**src/rtl/arbiter_bus_stream_n_in_1_out_pkg.sv**
```systemverilog
// Shared definitions for the N-to-1 stream arbiter.
//   arbiter_lock_state_t : packet-lock FSM states
//   STAT_WIDTH           : width of each per-channel grant statistics counter
//   rr_wrap_inc          : round-robin pointer advance modulo the active channel count
package arbiter_bus_stream_n_in_1_out_pkg;

  typedef enum logic {
    ARB_IDLE,
    ARB_LOCKED
  } arbiter_lock_state_t;

  localparam int unsigned STAT_WIDTH = 32;

  function automatic int unsigned rr_wrap_inc(input int unsigned idx, input int unsigned width);
    return (idx + 1 >= width) ? 0 : idx + 1;
  endfunction

endpackage

```
**src/rtl/arbiter_bus_stream_n_in_1_out_rr_select.sv**
```systemverilog
// Combinational rotate-priority search.
//   req_i  : per-channel requests
//   ptr_i  : highest-priority channel this cycle
//   mask_i : channels allowed to win (others ignored)
//   gnt_o  : one-hot grant (zero when nothing requests)
//   id_o   : encoded index of the granted channel
//   any_o  : a grant was made
module arbiter_bus_stream_n_in_1_out_rr_select #(
  parameter int unsigned N   = 4,
  parameter int unsigned IDW = 2
) (
  input  logic [N-1:0]   req_i,
  input  logic [IDW-1:0] ptr_i,
  input  logic [N-1:0]   mask_i,
  output logic [N-1:0]   gnt_o,
  output logic [IDW-1:0] id_o,
  output logic           any_o
);

  logic [N-1:0]   req_m;
  logic [IDW-1:0] idx;

  assign req_m = req_i & mask_i;

  // N is a power of two, so IDW-bit overflow of ptr+k is exactly the wrap modulo N.
  // Masked channels never win, which makes this equivalent to wrapping modulo the
  // active channel count.
  always_comb begin
    gnt_o = '0;
    id_o  = '0;
    any_o = 1'b0;
    idx   = '0;
    for (int k = 0; k < N; k++) begin
      idx = ptr_i + IDW'(k);
      if (!any_o && req_m[idx]) begin
        any_o      = 1'b1;
        gnt_o[idx] = 1'b1;
        id_o       = idx;
      end
    end
  end

endmodule

```
**src/rtl/arbiter_bus_stream_n_in_1_out.sv**
```systemverilog
// N-to-1 valid/ready stream arbiter with round-robin grant, optional packet lock
// and one registered output stage.
//   ap_clk, areset      : clock, synchronous active-high reset
//   in_valid/in_last    : per-channel beat valid / end-of-packet
//   in_bus              : per-channel payload
//   in_ready            : per-channel accept (one-hot or zero)
//   out_valid/out_last  : registered output beat valid / end-of-packet
//   out_id, out_bus     : source channel and payload of the output beat
//   out_ready           : downstream accept
//   stat_grant_count    : per-channel saturating transfer counts, present only when
//                         ARBITER_BUS_STREAM_STATS_EN is defined
module arbiter_bus_stream_n_in_1_out
  import arbiter_bus_stream_n_in_1_out_pkg::*;
#(
  parameter int unsigned WIDTH         = 4,
  parameter int unsigned ARBITER_WIDTH = 2 ** $clog2(WIDTH),
  parameter int unsigned SELECT_WIDTH  = (ARBITER_WIDTH > 1) ? $clog2(ARBITER_WIDTH) : 1,
  parameter int unsigned BUS_WIDTH     = 64,
  parameter int unsigned LOCK_MODE     = 0,
  parameter int unsigned MAX_BURST     = 16
) (
  input  logic                     ap_clk,
  input  logic                     areset,
  input  logic [ARBITER_WIDTH-1:0] in_valid,
  input  logic [ARBITER_WIDTH-1:0] in_last,
  input  logic [BUS_WIDTH-1:0]     in_bus [ARBITER_WIDTH],
  output logic [ARBITER_WIDTH-1:0] in_ready,
  output logic                     out_valid,
  output logic                     out_last,
  output logic [SELECT_WIDTH-1:0]  out_id,
  output logic [BUS_WIDTH-1:0]     out_bus,
  input  logic                     out_ready
`ifdef ARBITER_BUS_STREAM_STATS_EN
  ,
  output logic [STAT_WIDTH-1:0]    stat_grant_count [ARBITER_WIDTH]
`endif
);

  localparam int unsigned CNT_WIDTH = $clog2(MAX_BURST + 1);
  // A one-beat burst limit releases on every transfer, so locking is pointless.
  localparam bit LockEn = (LOCK_MODE != 0) && (MAX_BURST > 1);
  localparam logic [ARBITER_WIDTH-1:0] ChanMask =
      {ARBITER_WIDTH{1'b1}} >> (ARBITER_WIDTH - WIDTH);

  typedef struct packed {
    logic                    valid;
    logic                    last;
    logic [SELECT_WIDTH-1:0] id;
    logic [BUS_WIDTH-1:0]    bus;
  } beat_t;

  beat_t                    beat_q, beat_d;
  arbiter_lock_state_t      state_q, state_d;
  logic [SELECT_WIDTH-1:0]  ptr_q, ptr_d;
  logic [SELECT_WIDTH-1:0]  lock_id_q, lock_id_d;
  logic [CNT_WIDTH-1:0]     cnt_q, cnt_d;

  logic [ARBITER_WIDTH-1:0] sel_gnt;
  logic [SELECT_WIDTH-1:0]  sel_id;
  logic                     sel_any;

  logic [ARBITER_WIDTH-1:0] grant;
  logic [SELECT_WIDTH-1:0]  gnt_id;
  logic                     en;
  logic                     xfer;
  logic                     rel;

  arbiter_bus_stream_n_in_1_out_rr_select #(
    .N   (ARBITER_WIDTH),
    .IDW (SELECT_WIDTH)
  ) u_rr_select (
    .req_i  (in_valid),
    .ptr_i  (ptr_q),
    .mask_i (ChanMask),
    .gnt_o  (sel_gnt),
    .id_o   (sel_id),
    .any_o  (sel_any)
  );

  always_comb begin
    en     = ~beat_q.valid | out_ready;
    grant  = '0;
    gnt_id = sel_id;
    // While locked the grant is pinned to the owner; a gap in its valid stalls the bus
    // rather than letting another channel slip in mid-packet.
    if (state_q == ARB_LOCKED) begin
      gnt_id = lock_id_q;
      grant[lock_id_q] = in_valid[lock_id_q];
    end else if (sel_any) begin
      grant = sel_gnt;
    end
    in_ready = (areset || !en) ? '0 : grant;
    xfer     = |in_ready;
  end

  always_comb begin
    beat_d = beat_q;
    if (xfer) begin
      beat_d.valid = 1'b1;
      beat_d.last  = in_last[gnt_id];
      beat_d.id    = gnt_id;
      beat_d.bus   = in_bus[gnt_id];
    end else if (en) begin
      beat_d.valid = 1'b0;
    end
  end

  always_comb begin
    state_d   = state_q;
    lock_id_d = lock_id_q;
    cnt_d     = cnt_q;
    ptr_d     = ptr_q;
    rel       = 1'b0;
    if (xfer) begin
      if (!LockEn) begin
        rel = 1'b1;
      end else if (state_q == ARB_IDLE) begin
        if (in_last[gnt_id]) begin
          rel = 1'b1;
        end else begin
          state_d   = ARB_LOCKED;
          lock_id_d = gnt_id;
          cnt_d     = CNT_WIDTH'(1);
        end
      end else begin
        cnt_d = cnt_q + CNT_WIDTH'(1);
        if (in_last[gnt_id] || cnt_d == CNT_WIDTH'(MAX_BURST)) begin
          rel     = 1'b1;
          state_d = ARB_IDLE;
          cnt_d   = '0;
        end
      end
    end
    if (rel) begin
      ptr_d = SELECT_WIDTH'(rr_wrap_inc(32'(gnt_id), WIDTH));
    end
  end

  always_ff @(posedge ap_clk) begin
    if (areset) begin
      beat_q    <= '0;
      state_q   <= ARB_IDLE;
      ptr_q     <= '0;
      lock_id_q <= '0;
      cnt_q     <= '0;
    end else begin
      beat_q    <= beat_d;
      state_q   <= state_d;
      ptr_q     <= ptr_d;
      lock_id_q <= lock_id_d;
      cnt_q     <= cnt_d;
    end
  end

  assign out_valid = beat_q.valid;
  assign out_last  = beat_q.last;
  assign out_id    = beat_q.id;
  assign out_bus   = beat_q.bus;

`ifdef ARBITER_BUS_STREAM_STATS_EN
  logic [STAT_WIDTH-1:0] stat_q [ARBITER_WIDTH];
  logic [STAT_WIDTH-1:0] stat_d [ARBITER_WIDTH];

  always_comb begin
    for (int i = 0; i < ARBITER_WIDTH; i++) begin
      stat_d[i] = stat_q[i];
      if (in_ready[i] && ChanMask[i] && (stat_q[i] != '1)) begin
        stat_d[i] = stat_q[i] + STAT_WIDTH'(1);
      end
    end
  end

  always_ff @(posedge ap_clk) begin
    for (int i = 0; i < ARBITER_WIDTH; i++) begin
      if (areset) begin
        stat_q[i] <= '0;
      end else begin
        stat_q[i] <= stat_d[i];
      end
    end
  end

  assign stat_grant_count = stat_q;
`endif

endmodule
```
**config.mk**
```make
export PLATFORM = sky130hd
export DESIGN_NAME = arbiter_bus_stream_n_in_1_out
export DESIGN_NICKNAME = d
export VERILOG_FILES = /design/src/rtl/arbiter_bus_stream_n_in_1_out_pkg.sv /design/src/rtl/arbiter_bus_stream_n_in_1_out_rr_select.sv /design/src/rtl/arbiter_bus_stream_n_in_1_out.sv
export SDC_FILE = /design/constraint.sdc
export NUM_CORES = 1
export LEC_CHECK = 0
export CORE_AREA = 8 8 127 129
export CTS_BUF_LIST = sky130_fd_sc_hd__clkbuf_16
export DETAILED_ROUTE_END_ITERATION = 6
export DIE_AREA = 0 0 135 137
export DONT_BUFFER_PORTS = 1
export PLACE_DENSITY_LB_ADDON = 0.25
export SYNTH_ARGS = -nofsm -noshare
export SYNTH_HDL_FRONTEND = slang
export SYNTH_SLANG_ARGS = --single-unit
```
**constraint.sdc**
```tcl
create_clock -name ap_clk -period 4.24 [get_ports ap_clk]
set_input_delay 1.06 -clock ap_clk [delete_from_list [all_inputs] [get_ports ap_clk]]
set_output_delay 1.06 -clock ap_clk [all_outputs]
set_load 0.03 [all_outputs]
```
==> results.sh <==
export IMPL_regToRegEndpoint="out_bus[38]$_SDFFE_PP0P_"
export IMPL_reg2reg_from="ptr_q[1]$_SDFFE_PP0P_"
export IMPL_start_kind="flop"
export IMPL_drive_gt1_share_pct=35.6
export IMPL_highest_signal_layer="met5"
export IMPL_grt_pass1_vias=3456
export IMPL_worstPathArrival_ps=2770
export IMPL_synth_cells=389
export IMPL_setup_tns_final_ps=0
export IMPL_die_w_um=135
export IMPL_areaGrowthSynthToFinish_pct=8.66
export IMPL_wl_met1_um=5360
export IMPL_postCtsSetupRepairBufs=0
export IMPL_synth_area_leaders="mux4_2, dfxtp_1, nor2b_1, mux2_1, mux2_2"
export IMPL_num_rows=44
export IMPL_ys_seq_area_share_pct=28.7
export IMPL_synthFlopType="dfxtp_1"
export IMPL_drt_iter0_markers=221
export IMPL_ioPinCount=339
export IMPL_fmaxAchievable_mhz=261
export IMPL_fin_area_sq_um=5310
export IMPL_wl_per_cell_um=28.1
export IMPL_min_to="out_id[0]$_SDFFE_PP0P_"
export IMPL_cp_max_fo=12
export IMPL_hpwl_um=12700
export IMPL_die_area_sq_um=18500
export IMPL_clock_sinks=70
export IMPL_rr_worst_depth=9
export IMPL_rsz0062_at_grt="false"
export IMPL_slew_headroom_pct=65.2
export IMPL_cts_buffer_depth=2
export IMPL_gp_congestion=0.819
export IMPL_fin_ws_ps=406
export IMPL_critPathKind="flop to output pin"
export IMPL_syn_nets=663
export IMPL_dp_slack_ps=516
export IMPL_cts_tree="built"
export IMPL_clk_latency_ps=340
export IMPL_first_pass_iters=4
export IMPL_irDropWorstVdd_mv=0.529
export IMPL_drtAntennaViolNets=0
export IMPL_worstHoldPathType="flop to flop"
export IMPL_fin_crit_sh_pct=90.4
export IMPL_grt_pass1_wl_um=22800
export IMPL_endpoint_kind="output pin"
export IMPL_drv_cap=0
export IMPL_synth_top_cells_by_count="nor2b_1, dfxtp_1, mux4_2"
export IMPL_diodes=0
export IMPL_drc=0
export IMPL_ys_warn_count=0
export IMPL_synth_area_per_cell_sq_um=12.6
export IMPL_synth_enable_flop_cells=0
export IMPL_power_leakage_nw=1.92
export IMPL_wl_met2_um=8360
export IMPL_cp_required_ps=3180
export IMPL_synth_top_area_share_pct=31.4
export IMPL_synth_top_area_cell="mux4_2"
export IMPL_slew_viol_final=0
export IMPL_final_nets=648
export IMPL_fp_dieH_um=137
export IMPL_start_util_pct=34.4
export IMPL_finalCriticalPeriod_ps=3830
export IMPL_htree_levels=3
export IMPL_syn_area_sq_um=4880
export IMPL_setup_violations=0
export IMPL_synthArstFlopShare_pct=0
export IMPL_skew_ps=8.39
export IMPL_path_clk_slew_ps=60
export IMPL_wl_met3_um=1820
export IMPL_cts_buffers=9
export IMPL_grt_antenna_before_repair=2
export IMPL_port_buffers=0
export IMPL_grt_use_total_pct=16.4
export IMPL_coreArea_sq_um=14200
export IMPL_status="completed"
export IMPL_ys_seq_elements=70
export IMPL_p_per_area_nw_per_um2=1020
export IMPL_rrSetupSlack_ps=750
export IMPL_tightestPinTransition_ps=522
export IMPL_wirelength_um=15800
export IMPL_dpl_cell_area_sq_um=5000
export IMPL_root_buffer="clkbuf_16"
export IMPL_synth_most_common_cell="nor2b_1"
export IMPL_synth_cell_types=34
export IMPL_hold_depth=2
export IMPL_grt_overflow_total=0
export IMPL_min_from="out_id[0]$_SDFFE_PP0P_"
export IMPL_finalHoldViolations=0
export IMPL_viasPerCell=5.80
export IMPL_power_total_mw=5.40
export IMPL_grt_max_degree=70
export IMPL_via_count=3268
logic make-up (layout without fill, tap and decap cells):
logic type | Yosys count | count (layout) | share of synthesized area, %
fa+ha+maj | 7 | 7 | 1.79
compound gates | 30 | 30 | 3.87
mux | 140 | 140 | 47.9
buf+inv | 40 | 30 | 5.05
flops | 70 | 70 | 28.7
simple gates | 102 | 102 | 12.7
report_power, final:
part	switching (mW)	total, mW	internal [mW]	leakage, nW
combinational	1.26	2.92	1.66	1.19
sequential	0.743	1.71	0.964	0.584
clock	0.309	0.768	0.459	0.152
per-stage QoR:
step                hold WS (ps)  instances  utilization [%]
floorplan                    582        389                -
global placement             616        547             35.2
detailed placement           623        547             35.2
CTS                          637        563             37.3
global route                 650        563             37.4
finish                       628        563             37.4
metal layers:
metal	global-route usage, %	up-vias
met4	6.48	4
met5	0	-
met1	17.4	1582
met2	28.0	214
li1	-	1451
met3	7.42	17
worst max-delay path: stages (launching register included):
cell and delay, ps:
dfxtp_2 470, inv_1 180, ha_2 480, mux4_2 460, nor3_2 220, and2b_1 250
a21oi_1 100, nor2_1 110, buf_4 180
layout by cell type (no fill, tap or decap), types with 2 or more instances in the layout:
cell and count:
inv_6 2, nand2b_1 3, a21oi_1 17, o21ai_0 3, nor3_1 3, nor2b_1 73
clkbuf_16 9, clkinv_4 2, mux2i_1 3, nand2_1 5, mux2_1 35, buf_12 2
nor2_1 6, buf_4 8, dfxtp_1 69, mux4_2 68, ha_1 6, inv_1 5
and3_1 2, mux2_2 34, nand3b_1 5
final cells by class:
type	instances	area, sq um
clock buffer	9	225
tap	184	230
timing repair buffer	10	100
inverter	4	15.0
sequential	70	1400
multi-input combinational	279	3260
clock inverter	7	73.8
fill	1372	8900
state kept, by name, summed over array words and instances, names as in the netlist, named ones only:
signal	count
out_last	1
out_bus	64
ptr_q	1
out_valid	1
out_id	2
how the worst max path moves through the flow:
stage / from / to / slack, ps / depth (start not counted)
finish: ptr_q[1]$_SDFFE_PP0P_ / in_ready[0] / 410 / 8
global route: ptr_q[1]$_SDFFE_PP0P_ / in_ready[3] / 180 / 8
CTS: ptr_q[1]$_SDFFE_PP0P_ / in_ready[2] / 160 / 8
detailed placement: ptr_q[1]$_SDFFE_PP0P_ / in_ready[2] / 520 / 8
global placement: ptr_q[1]$_SDFFE_PP0P_ / in_ready[3] / 710 / 8
floorplan: in_valid[3] / in_ready[1] / 500 / 6
repair_timing:
action | in CTS | in global routing
endpoints found under the setup margin | 0 | 4
gates resized for setup | 0 | 2
hold endpoints to repair | 0 | 0
hold buffers | 0 | 0
No activity file was read; power rests on OpenSTA's default activity.
